File: config.mk
export PLATFORM = sky130hd
export DESIGN_NAME = tt_extractor
export DESIGN_NICKNAME = d
export VERILOG_FILES = /design/src/rtl/tt_pkg.sv /design/src/rtl/tt_settle_ctr.sv /design/src/rtl/tt_extractor.sv
export SDC_FILE = /design/constraint.sdc
export NUM_CORES = 1
export LEC_CHECK = 0
export ABC_AREA = 1
export CORE_ASPECT_RATIO = 0.5
export CORE_MARGIN = 2
export CORE_UTILIZATION = 50
export DETAILED_ROUTE_END_ITERATION = 12
export PLACE_DENSITY_LB_ADDON = 0.08
export SYNTH_ARGS = -nofsm -noshare
export SYNTH_HDL_FRONTEND = slang
export SYNTH_HIERARCHICAL = 1
export SYNTH_SLANG_ARGS = --single-unit
File: constraint.sdc
create_clock -name clk -period 2.3 [get_ports clk]
set_input_delay 0.46 -clock clk [delete_from_list [all_inputs] [get_ports clk]]
set_output_delay 0.46 -clock clk [all_outputs]
set_load 0.1 [all_outputs]
File: src/rtl/tt_pkg.sv
// Shared types and constants for the 7-input truth-table extractor.
package tt_pkg;

  localparam int unsigned NVARS     = 7;
  localparam int unsigned NMINTERMS = 128;
  localparam int unsigned ONES_W    = 8;
  localparam int unsigned CNT_W     = 4;

  localparam logic [7:0] NO_MISS = 8'hFF;

  typedef logic [NMINTERMS-1:0] tt_t;
  typedef logic [NVARS-1:0]     minterm_t;

  typedef enum logic [1:0] {
    IDLE,
    RUN,
    DONE
  } state_t;

endpackage

File: src/rtl/tt_settle_ctr.sv
// Slot counter: strobes once every SETTLE+1 enabled cycles so the FUT output
// is sampled only after its latency has elapsed.
module tt_settle_ctr
  import tt_pkg::*;
#(
  parameter int unsigned SETTLE = 0
) (
  input  logic clk,
  input  logic rst_n,
  input  logic clr,
  input  logic en,
  output logic strobe_c
);

  logic [CNT_W-1:0] cnt;

  assign strobe_c = en && (cnt == CNT_W'(SETTLE));

  always_ff @(posedge clk or negedge rst_n) begin
    if (!rst_n) begin
      cnt <= '0;
    end else if (clr) begin
      cnt <= '0;
    end else if (en) begin
      cnt <= strobe_c ? '0 : cnt + CNT_W'(1);
    end
  end

endmodule

File: src/rtl/tt_extractor.sv
// Sweeps all 128 minterms into an attached 7-input function and builds its
// truth table and onset count. Define TT_EXTRACTOR_CMP_EN to add exp_tt compare.
module tt_extractor
  import tt_pkg::*;
#(
  parameter int unsigned SETTLE = 0,
  parameter int unsigned NVARS  = 7
) (
  input  logic                clk,
  input  logic                rst_n,
  input  logic                start,
  output logic                busy,
  output logic [6:0]          x,
  input  logic                f_in,
  output logic [127:0]        tt,
  output logic [7:0]          ones,
  output logic                res_valid,
  input  logic                res_ready
`ifdef TT_EXTRACTOR_CMP_EN
  ,
  input  logic [127:0]        exp_tt,
  output logic                match,
  output logic [7:0]          first_miss
`endif
);

  if (NVARS != tt_pkg::NVARS) begin : g_bad_nvars
    $error("tt_extractor: NVARS must be 7");
  end
  if (SETTLE > 15) begin : g_bad_settle
    $error("tt_extractor: SETTLE must be in 0..15");
  end

  state_t   state;
  minterm_t idx;
  logic     strobe_c;
  logic     start_acc_c;

  assign start_acc_c = (state == IDLE) && start;
  assign x           = idx;

  tt_settle_ctr #(
    .SETTLE (SETTLE)
  ) u_settle (
    .clk      (clk),
    .rst_n    (rst_n),
    .clr      (start_acc_c),
    .en       (state == RUN),
    .strobe_c (strobe_c)
  );

`ifdef TT_EXTRACTOR_CMP_EN
  logic miss_c;
  assign miss_c = (f_in != exp_tt[idx]);
`endif

  // Sweep FSM and datapath.
  always_ff @(posedge clk or negedge rst_n) begin
    if (!rst_n) begin
      state      <= IDLE;
      idx        <= '0;
      tt         <= '0;
      ones       <= '0;
      busy       <= 1'b0;
      res_valid  <= 1'b0;
`ifdef TT_EXTRACTOR_CMP_EN
      match      <= 1'b0;
      first_miss <= NO_MISS;
`endif
    end else begin
      case (state)
        IDLE: begin
          if (start) begin
            state      <= RUN;
            idx        <= '0;
            tt         <= '0;
            ones       <= '0;
            busy       <= 1'b1;
`ifdef TT_EXTRACTOR_CMP_EN
            match      <= 1'b0;
            first_miss <= NO_MISS;
`endif
          end
        end
        RUN: begin
          if (strobe_c) begin
            tt[idx] <= f_in;
            ones    <= ones + ONES_W'(f_in);
            idx     <= idx + minterm_t'(1);
`ifdef TT_EXTRACTOR_CMP_EN
            // Minterms arrive in ascending order, so the first miss is the lowest.
            if (miss_c && (first_miss == NO_MISS)) begin
              first_miss <= {1'b0, idx};
            end
`endif
            if (idx == minterm_t'(NMINTERMS - 1)) begin
              state     <= DONE;
              busy      <= 1'b0;
              res_valid <= 1'b1;
`ifdef TT_EXTRACTOR_CMP_EN
              match     <= (first_miss == NO_MISS) && !miss_c;
`endif
            end
          end
        end
        DONE: begin
          if (res_ready) begin
            state     <= IDLE;
            res_valid <= 1'b0;
          end
        end
        default: state <= IDLE;
      endcase
    end
  end

endmodule

Yosys cells after proc, flatten, opt, wreduce, memory -nomap -nowiden
Cells that the tools add are included.

word-level totals
  logic and storage cells = 59
  bits in latches = 0
  bits in writable memories = 0
  memories = 0
  input port bits = 5
  output and inout bits = 145
  ROM bits = 0
  bits in registers = 151

cells by class
  div/mod/pow operators = 0
  equal/unequal tests = 7
  order comparisons = 2
  muxes and demuxes = 28
  shift operators = 0
  reductions and logical operators = 12
  multipliers = 0
  add/subtract/negate cells = 3
  bitwise operators = 0

operator list
  kind                   count
  $mux W128              2
  $pmux W128 S2          1
  $bwmux W128            1
  $mux W8                2
  $pmux W8 S2            1
  $mux W7                2
  $pmux W7 S2            1
  $mux W4                3
  $reduce_and A4 Y1      3
  $add A8 B1 Y8          1
  $lt A7 B8 Y1 const B   1
  $mux W2                4
  $ne A2 B2 Y1 const B   4
  $add A7 B1 Y7 const B  1
  $demux W1 S7           1
  $eq A7 B7 Y1 const B   1
  $ge A7 B1 Y1 const B   1
  $mux W1                7
  $pmux W2 S3            1
  $reduce_bool A2 Y1     3
  $add A4 B1 Y4 const B  1
  $logic_not A4 Y1       1
  $pmux W1 S2            2
  $logic_and A1 B1 Y1    3
  4 further kinds        4

Depth between registers and ports, before layout
  depth after elaboration = 7
  depth in mapped cells = 17
  mapped depth without buffers = 13

Hierarchy
Netlist, hierarchy kept.

by module, submodules not included
  module         area each (µm²)  cells each  instances
  tt_extractor   8590.7           1306        1
  tt_settle_ctr  266.5            39          1

Least setup slack after synthesis
OpenSTA, ideal clock, no wires.

  path kind = register to register
  start point = reg state[1]
  end point = reg ones[5]
  data required time = 2176 ps
  cell stages (with the launch flop) = 17
  setup time = 124 ps
  path buffers = 4
  slack = 167 ps
  arrival = 2010 ps
  path through = dfrtp_1 inv_2 nand2_1 inv_2 buf_2 buf_2 nand2_1 inv_1 nand2_1 inv_1 nand3_2 nand2_1 buf_4 buf_2 nand3_1 nand2_1 nor2_1

between the ends
  word-level cells in the longest chain between the ends = 4
  elaborated cells between the ends (all ways) = 8
  those cells by class = eq/ne: 3; mux: 1; reduce/logical: 4

ends and longest elaborated chain
  element                             RTL line             RTL
  from (decl)                         tt_extractor.sv:34   state_t state;
  from (signal assigned)              tt_extractor.sv:60   state <= IDLE;
  from (signal assigned)              tt_extractor.sv:74   state <= RUN;
  from (signal assigned)              tt_extractor.sv:97   state <= DONE;
  $eq A2 B1 Y1                        tt_extractor.sv:48   .en (state == RUN),
  $logic_and A1 B1 Y1                 tt_settle_ctr.sv:17  assign strobe_c = en && (cnt == CNT_W'(SETTLE));
  net strobe_c                        tt_extractor.sv:36   logic strobe_c;
  $ne A2 B2 Y1 (no source line)       --
  $reduce_and A3 Y1 (no source line)  --
  to (signal assigned)                tt_extractor.sv:88   ones <= ones + ONES_W'(f_in);
  to (decl)                           tt_extractor.sv:16   output logic [7:0] ones,

The timed path passes the listed nets, and every way through them passes these cells.
A chain may end at the register's enable or synchronous reset.

Worst setup path in the final report
  start point = reg state[1]
  end point = reg tt[98]

between the ends
  word-level cells in the longest chain between the ends = 4
  elaborated cells between the ends (all ways) = 8
  those cells by class = eq/ne: 3; mux: 1; reduce/logical: 4

ends and longest elaborated chain
  element                             RTL line             RTL
  $eq A2 B1 Y1                        tt_extractor.sv:48
  $logic_and A1 B1 Y1                 tt_settle_ctr.sv:17
  net strobe_c                        tt_extractor.sv:36
  $ne A2 B2 Y1 (no source line)       --
  $reduce_and A3 Y1 (no source line)  --
  to (signal, indexed assignment)     tt_extractor.sv:87   tt[idx] <= f_in;
  to (decl)                           tt_extractor.sv:15   output logic [127:0] tt,

The timed path passes the listed nets, and every way through them passes these cells.

==> metrics.md <==
| Metric | Value |
|---|---|
| Status | `complete, no violations` |
| Synthesized area per cell | `6.59 sq um` |
| Critical path class | `flop to flop` |
| Pin count of the biggest net entering global routing | `between 100 and 150` |
| Die width | `between 150 and 200 microns` |
| CP Buf/Inv Count | `5` |
| CTS H-tree lvls | `4` |
| Post-synthesis cell type count | `23` |
| Worst-path cell chain | `inv_2 > nand2_1 > inv_6 > nand2_1 > inv_1 > nand2_1 > inv_1 > nand3_2 > nand2_4 > buf_16 > nand2_1 > nand2_1 > nand2_1` |
| Total GRT Usage | `between 30% and 40%` |
| Seq cells post-synth | `151` |
| Initial DRC count | `between 800 and 900` |
| Most Crowded Layer GR | `met1` |
| Max-cap violations | `0` |
| Fmax | `approximately 480 MHz` |
| Reg2reg end | `tt[98]` |
| Worst slew margin | `54.4%` |
| Clk sink count | `between 150 and 200` |
| Final min period | `approximately 2100 ps` |
| Largest buffer count on any clock path | `2` |
| Reg2reg start | `state[1]` |
| Slowest cell on crit path | `dfrtp_1` |
| Layout Cell Area excl Fill | `roughly 11000 sq um` |
| DP HPWL | `17900 microns` |
| Final period util | `just over 90%` |
| Reg2reg path depth | `13` |
| Syn-to-layout area delta | `22.4%` |
| CP top delay family | `buffers and inverters` |
| Total routed wirelength | `between 20000 and 30000 microns` |
| Site Rows | `34` |
| Worst-path maximum fanout | `between 100 and 150` |
| Sequential cell area fraction in the yosys report | `between 40% and 50%` |
| Via density | `approximately 5.5` |
| Tot Pwr | `approximately 7.4 mW` |
| Fin. Hold Viols | `0` |
| # IOs | `150` |
| Peak VDD IR | `about 0.76 mV` |
| Worst Hold Path EP | `tt[75]` |
| Initial antenna violation count | `0` |
| TNS Setup | `0 ps` |
| RSZ-0062 raised after global routing | `false` |
| Die Y | `around 98 microns` |
| DRT antenna net count | `0` |
| Synth Instances | `around 1300` |
| Clock skew | `~9 ps` |
| Antenna cells | `0` |
| # DRC | `0` |
| Via count of the first global-routing pass | `about 8400` |
| Clock root buffer | `clkbuf_16` |
| Nets | `between 1000 and 1500` |
| Total grt overflow | `0` |
| Syn nets | `1355` |
| PwrDens | `679 nW/um^2` |
| Yosys warning total | `6` |
| Worst path required time | `roughly 2600 ps` |
| Worst Hold Depth | `3` |
| Port-buffer cells | `149` |
| Placer Congestion | `a little over 0.9` |
| WL/cell | `16.5 microns` |
| HP Start | `f_in` |
| Worst path arrival time | `~2400 ps` |
| Critical path's largest stage delay | `around 380 ps` |
| Die area | `around 19000 sq um` |
| Met2 Use GR | `between 40% and 50%` |
| Slew @ Worst Pin | `681 ps` |
| Static power due to leakage | `between 6 and 7 nW` |
| CTS Buf Count | `17` |
| Share of layout cells above drive strength 1 | `15.8%` |
| Startpoint types | `flop` |
| CTS tree | `built` |
| Max Slew Vio Count | `0` |
| DRT Pass-1 Iters | `6` |
| Clock slew seen by the registers of the worst setup and hold paths | `roughly 60 ps` |
| Crit. End Element | `flop` |
| Endpoints failing setup | `0` |
| Setup Fix Bufs, Post-CTS | `0` |
| Core area | `between 15000 and 20000 sq um` |
| Worst Hold Class | `input pin to flop` |
| Placed inst area | `just over 10000 sq um` |
| Starting Density | `about half` |
| Synth Cell Area | `8860 sq um` |
| FF-to-FF setup slack | `210 ps` |
| Met1 Use GR | `~45%` |
| Routed vias | `roughly 9300` |
| Met3 Usage GRT | `around 7%` |
| First-pass GRT wire length | `44600 microns` |
| Worst-Skew Late Latency | `approximately 430 ps` |
| Crit path top cell by count | `nand2_1` |
## placed cells by master (no fill, tap or decap), drive strengths merged
cell type | Yosys | final
clkdlybuf4s50 | 0 | 2
clkbuf | 25 | 18
nor2 | 134 | 134
a21oi | 6 | 6
ha | 5 | 5
nand4 | 121 | 121
dlygate4sd3 | 0 | 1
nor3 | 3 | 3
bufinv | 0 | 5
nand2 | 679 | 679
o21ai | 24 | 24
clkinvlp | 0 | 3
inv | 93 | 93
nand3 | 38 | 38
buf | 65 | 176
dfrtp | 151 | 151
nand3b | 1 | 1
clkinv | 0 | 5
## state kept, by name, summed over array words and instances (netlist names)
| signal | cells |
|---|---|
| res_valid | 1 |
| ones | 8 |
| x | 7 |
| busy | 1 |
| state | 2 |
| tt | 128 |
| u_settle/cnt | 4 |
## kinds of logic after synthesis
| group | count (synthesis) | synth area share (%) |
|---|---|---|
| AOI/OAI and AO/OA | 30 | 1.74 |
| adders and majority gates | 5 | 0.706 |
| buffers and inverters | 183 | 8.96 |
| DFF | 151 | 42.7 |
| and+or+nand+nor | 976 | 45.9 |
## final cells by class
class	instances	area, sq um
Clock inverter	13	205
Inverter	93	354
Multi-Input combinational cell	1011	4290
Sequential cell	151	3780
Fill cell	1583	6520
Clock buffer	18	429
Timing Repair Buffer	179	1490
Tap cell	234	293
## Yosys cell counts
library cell	count	share of area, %
ha_1	5	0.71
a21oi_1	5	0.28
nand2_1	675	29
clkbuf_1	25	1.1
nand3b_1	1	0.085
inv_1	82	3.5
o21ai_1	1	0.056
buf_1	8	0.34
nand4_1	121	8.5
nand3_2	2	0.23
buf_2	46	2.6
inv_2	11	0.47
nor2_1	128	5.4
nand3_4	1	0.20
nand2_2	4	0.28
o21ai_0	23	1.3
a21oi_2	1	0.099
nand3_1	35	2.0
nor3_1	3	0.17
nor2_2	6	0.42
buf_6	2	0.25
buf_4	9	0.76
dfrtp_1	151	43
## per-stage QoR
step	hold slack, ps	utilization [%]	worst slack (ps)	instances
2_1_floorplan	164	-	167	1345
3_3_place_gp	435	58.7	270	1667
3_5_place_dp	440	58.7	237	1667
4_1_cts	459	62.4	206	1699
5_1_grt	480	62.5	14.1	1699
6_report	470	62.5	205	1699
## how the worst max path moves through the flow
stage	slack (ps)	to	startpoint	cells after the start
2_1_floorplan	170	ones[5]	state[1]	16
3_3_place_gp	270	x[6]	start	8
3_5_place_dp	240	tt[98]	state[1]	13
4_1_cts	210	tt[35]	state[1]	13
6_report	210	tt[98]	state[1]	13
5_1_grt	10	tt[81]	state[1]	13
## where the power goes
part	switching (mW)	internal [mW]	total (mW)	leakage [nW]
Clock	1.17	1.92	3.09	0.302
Sequential	0.129	2.77	2.90	1.92
Combinational	1.12	0.255	1.37	4.15
## per-layer routing
metal	part of all wire (%)	vias up	routed length, microns
met5	0	-	0
met4	1.9	0	537
met3	9.5	39	2660
met2	44	384	12200
met1	45	4416	12600
li1	-	4437	-
## worst reg2reg max path, cell delays in order, from the launching register on
cell	delay, ps
dfrtp_1	380
inv_2	120
nand2_1	120
inv_6	100
nand2_1	50
inv_1	100
nand2_1	80
inv_1	120
nand3_2	120
nand2_4	140
buf_16	360
nand2_1	160
nand2_1	70
nand2_1	60
## timing repair
item                                   in CTS  in global routing
setup endpoints to repair                   0                  1
endpoints found under the hold margin      13                  0
resized for setup                           0                  1
hold buffers                                1                  0
No activity file was read; power rests on OpenSTA's default activity.
